File: config.mk
export PLATFORM = sky130hd
export DESIGN_NAME = branch_resolve_flat
export DESIGN_NICKNAME = d
export VERILOG_FILES = /design/src/rtl/branch_resolve_if.sv /design/src/rtl/branch_resolve.sv /design/src/flat_wrapper.sv
export SDC_FILE = /design/constraint.sdc
export NUM_CORES = 1
export LEC_CHECK = 0
export CAP_MARGIN = 5
export CORE_UTILIZATION = 40
export DETAILED_ROUTE_END_ITERATION = 16
export PLACE_DENSITY_LB_ADDON = 0.1
export SLEW_MARGIN = 20
export SYNTH_ARGS = -nofsm -noshare
export SYNTH_HDL_FRONTEND = slang
export SYNTH_SLANG_ARGS = --single-unit
File: constraint.sdc
create_clock -name clk -period 5.18 [get_ports clk]
set_clock_uncertainty 0.2 [all_clocks]
set_input_delay 1.036 -clock clk [delete_from_list [all_inputs] [get_ports clk]]
set_output_delay 1.036 -clock clk [all_outputs]
set_load 0.01 [all_outputs]
File: src/rtl/branch_resolve_if.sv
// rtl/branch_resolve_if.sv - resolved-branch request/response bundle between execute and the redirect logic
interface branch_resolve_if #(
  parameter int TAG_W = 4
) ();
  logic             InValid;
  logic             InReady;
  logic [2:0]       Funct3;
  logic [1:0]       Flags;
  logic             PredTaken;
  logic [TAG_W-1:0] Tag;
  logic             Sgnd;
  logic             OutValid;
  logic             OutReady;
  logic             OutTaken;
  logic             OutMispredict;
  logic             OutIllegal;
  logic [TAG_W-1:0] OutTag;

  modport master (
    output InValid, Funct3, Flags, PredTaken, Tag, OutReady,
    input  InReady, Sgnd, OutValid, OutTaken, OutMispredict, OutIllegal, OutTag
  );

  modport slave (
    input  InValid, Funct3, Flags, PredTaken, Tag, OutReady,
    output InReady, Sgnd, OutValid, OutTaken, OutMispredict, OutIllegal, OutTag
  );
endinterface

File: src/rtl/branch_resolve.sv
// rtl/branch_resolve.sv - branch direction resolve, mispredict check and result queue (BRANCH_RESOLVE_PERF_EN adds perf counters)
module branch_resolve #(
  parameter int TAG_W = 4,
  parameter int DEPTH = 2,
  parameter int CNT_W = 32
) (
  input  logic             clk,
  input  logic             reset,
  input  logic             Flush,
  branch_resolve_if.slave  bus,
  output logic [CNT_W-1:0] BranchCount,
  output logic [CNT_W-1:0] MispredCount
);

  localparam int PW = (DEPTH > 1) ? $clog2(DEPTH) : 1;
  localparam int CW = PW + 1;
  localparam logic [CW-1:0] FULL = CW'(DEPTH);

  logic [PW-1:0]    wr_ptr;
  logic [PW-1:0]    rd_ptr;
  logic [CW-1:0]    count;
  logic [DEPTH-1:0] taken_q;
  logic [DEPTH-1:0] mis_q;
  logic [DEPTH-1:0] ill_q;
  logic [TAG_W-1:0] tag_q [DEPTH];

  logic eq;
  logic lt;
  logic taken;
  logic illegal;
  logic mispredict;
  logic push;
  logic pop;

  assign eq = bus.Flags[1];
  assign lt = bus.Flags[0];

  // Unsigned compares are the funct3 codes with bit 1 set (BLTU/BGEU).
  assign bus.Sgnd = ~bus.Funct3[1];

  always_comb begin
    taken   = 1'b0;
    illegal = 1'b0;
    case (bus.Funct3)
      3'b000:         taken = eq;
      3'b001:         taken = ~eq;
      3'b100, 3'b110: taken = lt;
      3'b101, 3'b111: taken = ~lt;
      default:        illegal = 1'b1;
    endcase
  end

  assign mispredict = ~illegal & (taken ^ bus.PredTaken);

  // InReady depends only on registered count, never on OutReady.
  assign bus.InReady  = (count < FULL);
  assign bus.OutValid = (count != '0);

  assign push = bus.InValid & bus.InReady;
  assign pop  = bus.OutValid & bus.OutReady;

  assign bus.OutTaken      = taken_q[rd_ptr];
  assign bus.OutMispredict = mis_q[rd_ptr];
  assign bus.OutIllegal    = ill_q[rd_ptr];
  assign bus.OutTag        = tag_q[rd_ptr];

  always_ff @(posedge clk) begin
    if (reset) begin
      wr_ptr  <= '0;
      rd_ptr  <= '0;
      count   <= '0;
      taken_q <= '0;
      mis_q   <= '0;
      ill_q   <= '0;
      for (int i = 0; i < DEPTH; i++) begin
        tag_q[i] <= '0;
      end
    end else if (Flush) begin
      wr_ptr <= '0;
      rd_ptr <= '0;
      count  <= '0;
    end else begin
      if (push) begin
        taken_q[wr_ptr] <= taken;
        mis_q[wr_ptr]   <= mispredict;
        ill_q[wr_ptr]   <= illegal;
        tag_q[wr_ptr]   <= bus.Tag;
        wr_ptr          <= wr_ptr + PW'(1);
      end
      if (pop) begin
        rd_ptr <= rd_ptr + PW'(1);
      end
      case ({push, pop})
        2'b10:   count <= count + CW'(1);
        2'b01:   count <= count - CW'(1);
        default: count <= count;
      endcase
    end
  end

`ifdef BRANCH_RESOLVE_PERF_EN
  logic [CNT_W-1:0] branch_cnt;
  logic [CNT_W-1:0] mispred_cnt;

  // Counts follow the pop handshake, so a pop in a flush cycle still counts.
  always_ff @(posedge clk) begin
    if (reset) begin
      branch_cnt  <= '0;
      mispred_cnt <= '0;
    end else if (pop && !bus.OutIllegal) begin
      branch_cnt <= branch_cnt + CNT_W'(1);
      if (bus.OutMispredict) begin
        mispred_cnt <= mispred_cnt + CNT_W'(1);
      end
    end
  end

  assign BranchCount  = branch_cnt;
  assign MispredCount = mispred_cnt;
`else
  assign BranchCount  = '0;
  assign MispredCount = '0;
`endif

endmodule

File: src/flat_wrapper.sv
// flat-port wrapper written by rule: the top's interface ports become plain ports
module branch_resolve_flat 
#(
  parameter int TAG_W = 4,
  parameter int DEPTH = 2,
  parameter int CNT_W = 32
)
  (clk, reset, Flush, BranchCount, MispredCount, bus_InValid, bus_Funct3, bus_Flags, bus_PredTaken, bus_Tag, bus_OutReady, bus_InReady, bus_Sgnd, bus_OutValid, bus_OutTaken, bus_OutMispredict, bus_OutIllegal, bus_OutTag);
  branch_resolve_if #(.TAG_W(TAG_W)) bus_i ();
  input  logic clk;
  input  logic reset;
  input  logic Flush;
  output logic [CNT_W-1:0] BranchCount;
  output logic [CNT_W-1:0] MispredCount;
  input wire logic [$bits(bus_i.InValid)-1:0] bus_InValid;
  input wire logic [$bits(bus_i.Funct3)-1:0] bus_Funct3;
  input wire logic [$bits(bus_i.Flags)-1:0] bus_Flags;
  input wire logic [$bits(bus_i.PredTaken)-1:0] bus_PredTaken;
  input wire logic [$bits(bus_i.Tag)-1:0] bus_Tag;
  input wire logic [$bits(bus_i.OutReady)-1:0] bus_OutReady;
  output wire logic [$bits(bus_i.InReady)-1:0] bus_InReady;
  output wire logic [$bits(bus_i.Sgnd)-1:0] bus_Sgnd;
  output wire logic [$bits(bus_i.OutValid)-1:0] bus_OutValid;
  output wire logic [$bits(bus_i.OutTaken)-1:0] bus_OutTaken;
  output wire logic [$bits(bus_i.OutMispredict)-1:0] bus_OutMispredict;
  output wire logic [$bits(bus_i.OutIllegal)-1:0] bus_OutIllegal;
  output wire logic [$bits(bus_i.OutTag)-1:0] bus_OutTag;
  assign bus_i.InValid = bus_InValid;
  assign bus_i.Funct3 = bus_Funct3;
  assign bus_i.Flags = bus_Flags;
  assign bus_i.PredTaken = bus_PredTaken;
  assign bus_i.Tag = bus_Tag;
  assign bus_i.OutReady = bus_OutReady;
  assign bus_InReady = bus_i.InReady;
  assign bus_Sgnd = bus_i.Sgnd;
  assign bus_OutValid = bus_i.OutValid;
  assign bus_OutTaken = bus_i.OutTaken;
  assign bus_OutMispredict = bus_i.OutMispredict;
  assign bus_OutIllegal = bus_i.OutIllegal;
  assign bus_OutTag = bus_i.OutTag;
  branch_resolve #(.TAG_W(TAG_W), .DEPTH(DEPTH), .CNT_W(CNT_W)) u_core (.clk(clk), .reset(reset), .Flush(Flush), .bus(bus_i), .BranchCount(BranchCount), .MispredCount(MispredCount));
endmodule
==> flow_summary.yaml <==
critical_path:
  rrSetupSlack_ps: 3340
  reg2reg_depth: 4
  reg2reg_from: "u_core.count[1]$_SDFFE_PP0P_"
  endpoint_kind: "output pin"
  worstSetupPathType: "in2out"
  r2r_end: "u_core.count[1]$_SDFFE_PP0P_"
  crit_required_ps: 3940
  crit_start: "bus_Funct3[1]"
  crit_path_max_fanout: 3
  crit_arrival_ps: 2060
  start_kind: "input pin"
global_route:
  grt_pass1_vias: 682
  grt_max_degree: 12
  antenna_found_initial: 0
  grt_pass1_wl_um: 3020
  grt_use_total_pct: 11.3
  grt-ovfl-total: 0
hold_path:
  worstHoldStart: "u_core.taken_q[1]$_SDFFE_PP0P_"
  holdPathEnd: "u_core.taken_q[1]$_SDFFE_PP0P_"
  hold_depth: 2
  hold_path.class: "reg2reg"
timing:
  max_freq_mhz: 303
  rsz0062_at_grt: "false"
  final.min_clock_period_ps: 3300
  post-route-period-util_pct: 63.7
  hold_viol_final: 0
  slew_violations: 0
  setup_violations: 0
  fin_setup_tns_ps: 0
synthesis:
  yosys.area_share.adder_pct: 0.873
  yosysSeqAreaShare_pct: 32.1
  avgSynthCellArea_um2: 9.82
  synth_top_cell_area_share_pct: 34.0
  ys_ff_latch: 19
  yosysTopAreaCell: "buf_4"
  synth_mux_area_share_pct: 6.89
  synth-simple-area-share_pct: 13.4
  synth_top_family_by_area: "buffers and inverters"
  synth_xor_area_share_pct: 7.07
  synth-compound-area-share_pct: 4.36
  synth.distinct_cells: 28
  postSynthCellCount: 146
  synthTopCellsByArea: "buf_4 34%, edfxtp_1 17%, dfxtp_1 15%"
  synth_warnings: 0
  syn-cell-area_um2: 1430
drt:
  drt-initial-drc-count: 5
  wl_per_cell_um: 9.14
  via_per_inst: 3.73
  wl_um: 1980
  drc: 0
  via_count: 809
  drtAntennaViolNets: 0
  firstDrtPassIters: 4
placed_design:
  numPortBuffers: 24
  hpwlAfterDp_um: 1580
  post_dp_cell_area_um2: 1480
  dp_cells: 213
  place_congestion: 0.759
cts:
  cts_sinks: 19
  ctsResizeCount: 0
  cts_buffers: 3
  clkTransAtPathRegs_ps: 110
  holdBufCountCts: 0
  cts_setup_buffers: 0
  clock_path_buffers: 2
  cts_max_level: 1
  clk_latency_ps: 290
  cts-root-buf: "clkbuf_4"
  cts_tree: "built"
cells_and_area:
  fin_nets: 188
  final_area_um2: 1500
  final_cells: 217
  antenna_cells: 0
  drive_gt1_share_pct: 9.36
  n_fill_cell: 326
  syn2layout_area_growth_pct: 4.89
flow_run:
  max_cap_violations: 0
floorplanning:
  chipWidth_um: 61.9
  die_y_um: 61.9
  start_util_pct: 42.3
  design.core.area_um2: 3390
  rows: 21
  ios: 89
  die_area_um2: 3830
power:
  powerDensity_nw_per_um2: 213
  ir_drop_mv: 0.0891
  p_leak_uw: 0.000681
outcome:
  status: "complete, no violations"
[power by group]
part / internal (uW) / switching (uW)
clock: 28.7 / 46.5
sequential: 163 / 4.11
combinational: 35.2 / 43.1
total: 227 / 93.7
[routing by layer]
layer	wire, um	vias up	share of wire, %	global-route usage, %
met3	163	2	8.2	2.48
met4	10	0	0.50	5.71
met1	878	358	44	13.1
met2	932	51	47	19.5
li1	-	398	-	-
met5	0	-	0	0
[through the flow]
| stage | setup slack [ps] | util [%] | total power [uW] | hold WS [ps] |
|---|---|---|---|---|
| global placement | 1900 | 43.6 | 248 | 272 |
| detailed placement | 1880 | 43.6 | 249 | 291 |
| floorplan | 2840 | - | 257 | 254 |
| global route | 1810 | 44.4 | 344 | 348 |
| finish | 1880 | 44.4 | 321 | 303 |
| CTS | 1880 | 44.4 | 326 | 308 |
[cell usage in the layout, fill, tap and decap left out]
cell,Yosys,routed
nand2b_1,1,1
nor2b_1,1,1
mux2i_1,2,2
and4bb_1,1,1
conb_1,1,64
o21a_1,1,1
or3_1,1,1
or2_2,1,1
mux2_2,7,7
clkbuf_4,0,3
clkinv_2,0,1
dfxtp_1,11,11
xor3_1,1,1
clkdlybuf4s50_1,0,24
and2_1,8,8
nor3_2,2,2
nor2_1,11,11
xnor2_1,3,3
o21ai_0,1,1
xor2_1,3,3
a22oi_1,2,2
edfxtp_1,8,8
ha_1,1,1
inv_1,3,3
a21oi_1,1,1
nor4b_4,1,1
a211oi_1,4,4
or2_1,3,3
xor3_2,1,1
[worst max-delay path, stage by stage]
cell,delay [ps]
clkdlybuf4s50_1,440
inv_1,60
clkdlybuf4s50_1,520
[registers in the layout, summed over array words and instances, names as in the netlist, named ones only]
signal,cells
u_core.count,2
u_core.ill_q,2
u_core.taken_q,2
u_core.mis_q,2
u_core.wr_ptr,1
u_core.tag_q,8
u_core.rd_ptr,1
[worst max path at each step]
stage	to	slack (ps)	depth (start not counted)
finish	bus_Sgnd	1880	3
global route	bus_Sgnd	1810	3
CTS	bus_Sgnd	1880	3
detailed placement	bus_Sgnd	1880	3
global placement	bus_Sgnd	1900	3
floorplan	bus_Sgnd	2840	1
[synthesized netlist by cell type]
cell,n
o21ai_0,1
xor3_2,1
nand2b_1,1
nor2_1,11
nor2b_1,1
and2_1,8
nor4b_4,1
conb_1,1
ha_1,1
and4bb_1,1
edfxtp_1,8
or2_2,1
a211oi_1,4
xnor2_1,3
dfxtp_1,11
xor3_1,1
buf_4,65
or2_1,3
nor3_2,2
a21oi_1,1
inv_1,3
o21a_1,1
mux2i_1,2
xor2_1,3
clkbuf_1,1
a22oi_1,2
mux2_2,7
or3_1,1
[cell families (layout without fill, tap and decap cells)]
logic type | count (synthesis) | count (layout)
AOI/OAI and AO/OA | 9 | 9
xor gates and xnor gates | 8 | 8
adders and majority gates | 1 | 1
buffers and inverters | 69 | 31
DFF | 19 | 19
muxes | 9 | 9
other | 1 | 64
and+or+nand+nor | 30 | 30
[layout make-up]
type / instances / area [um2] / area share (%)
clock buffer: 3 / 22.5 / 1.50
clock inverter: 1 / 5.00 / 0.333
inverter: 3 / 11.3 / 0.749
multi-input combinational: 121 / 707 / 47.0
sequential: 19 / 460 / 30.6
tap: 46 / 57.6 / 3.83
timing repair buffer: 24 / 240 / 16.0
Power figures use the tool's default switching activity.
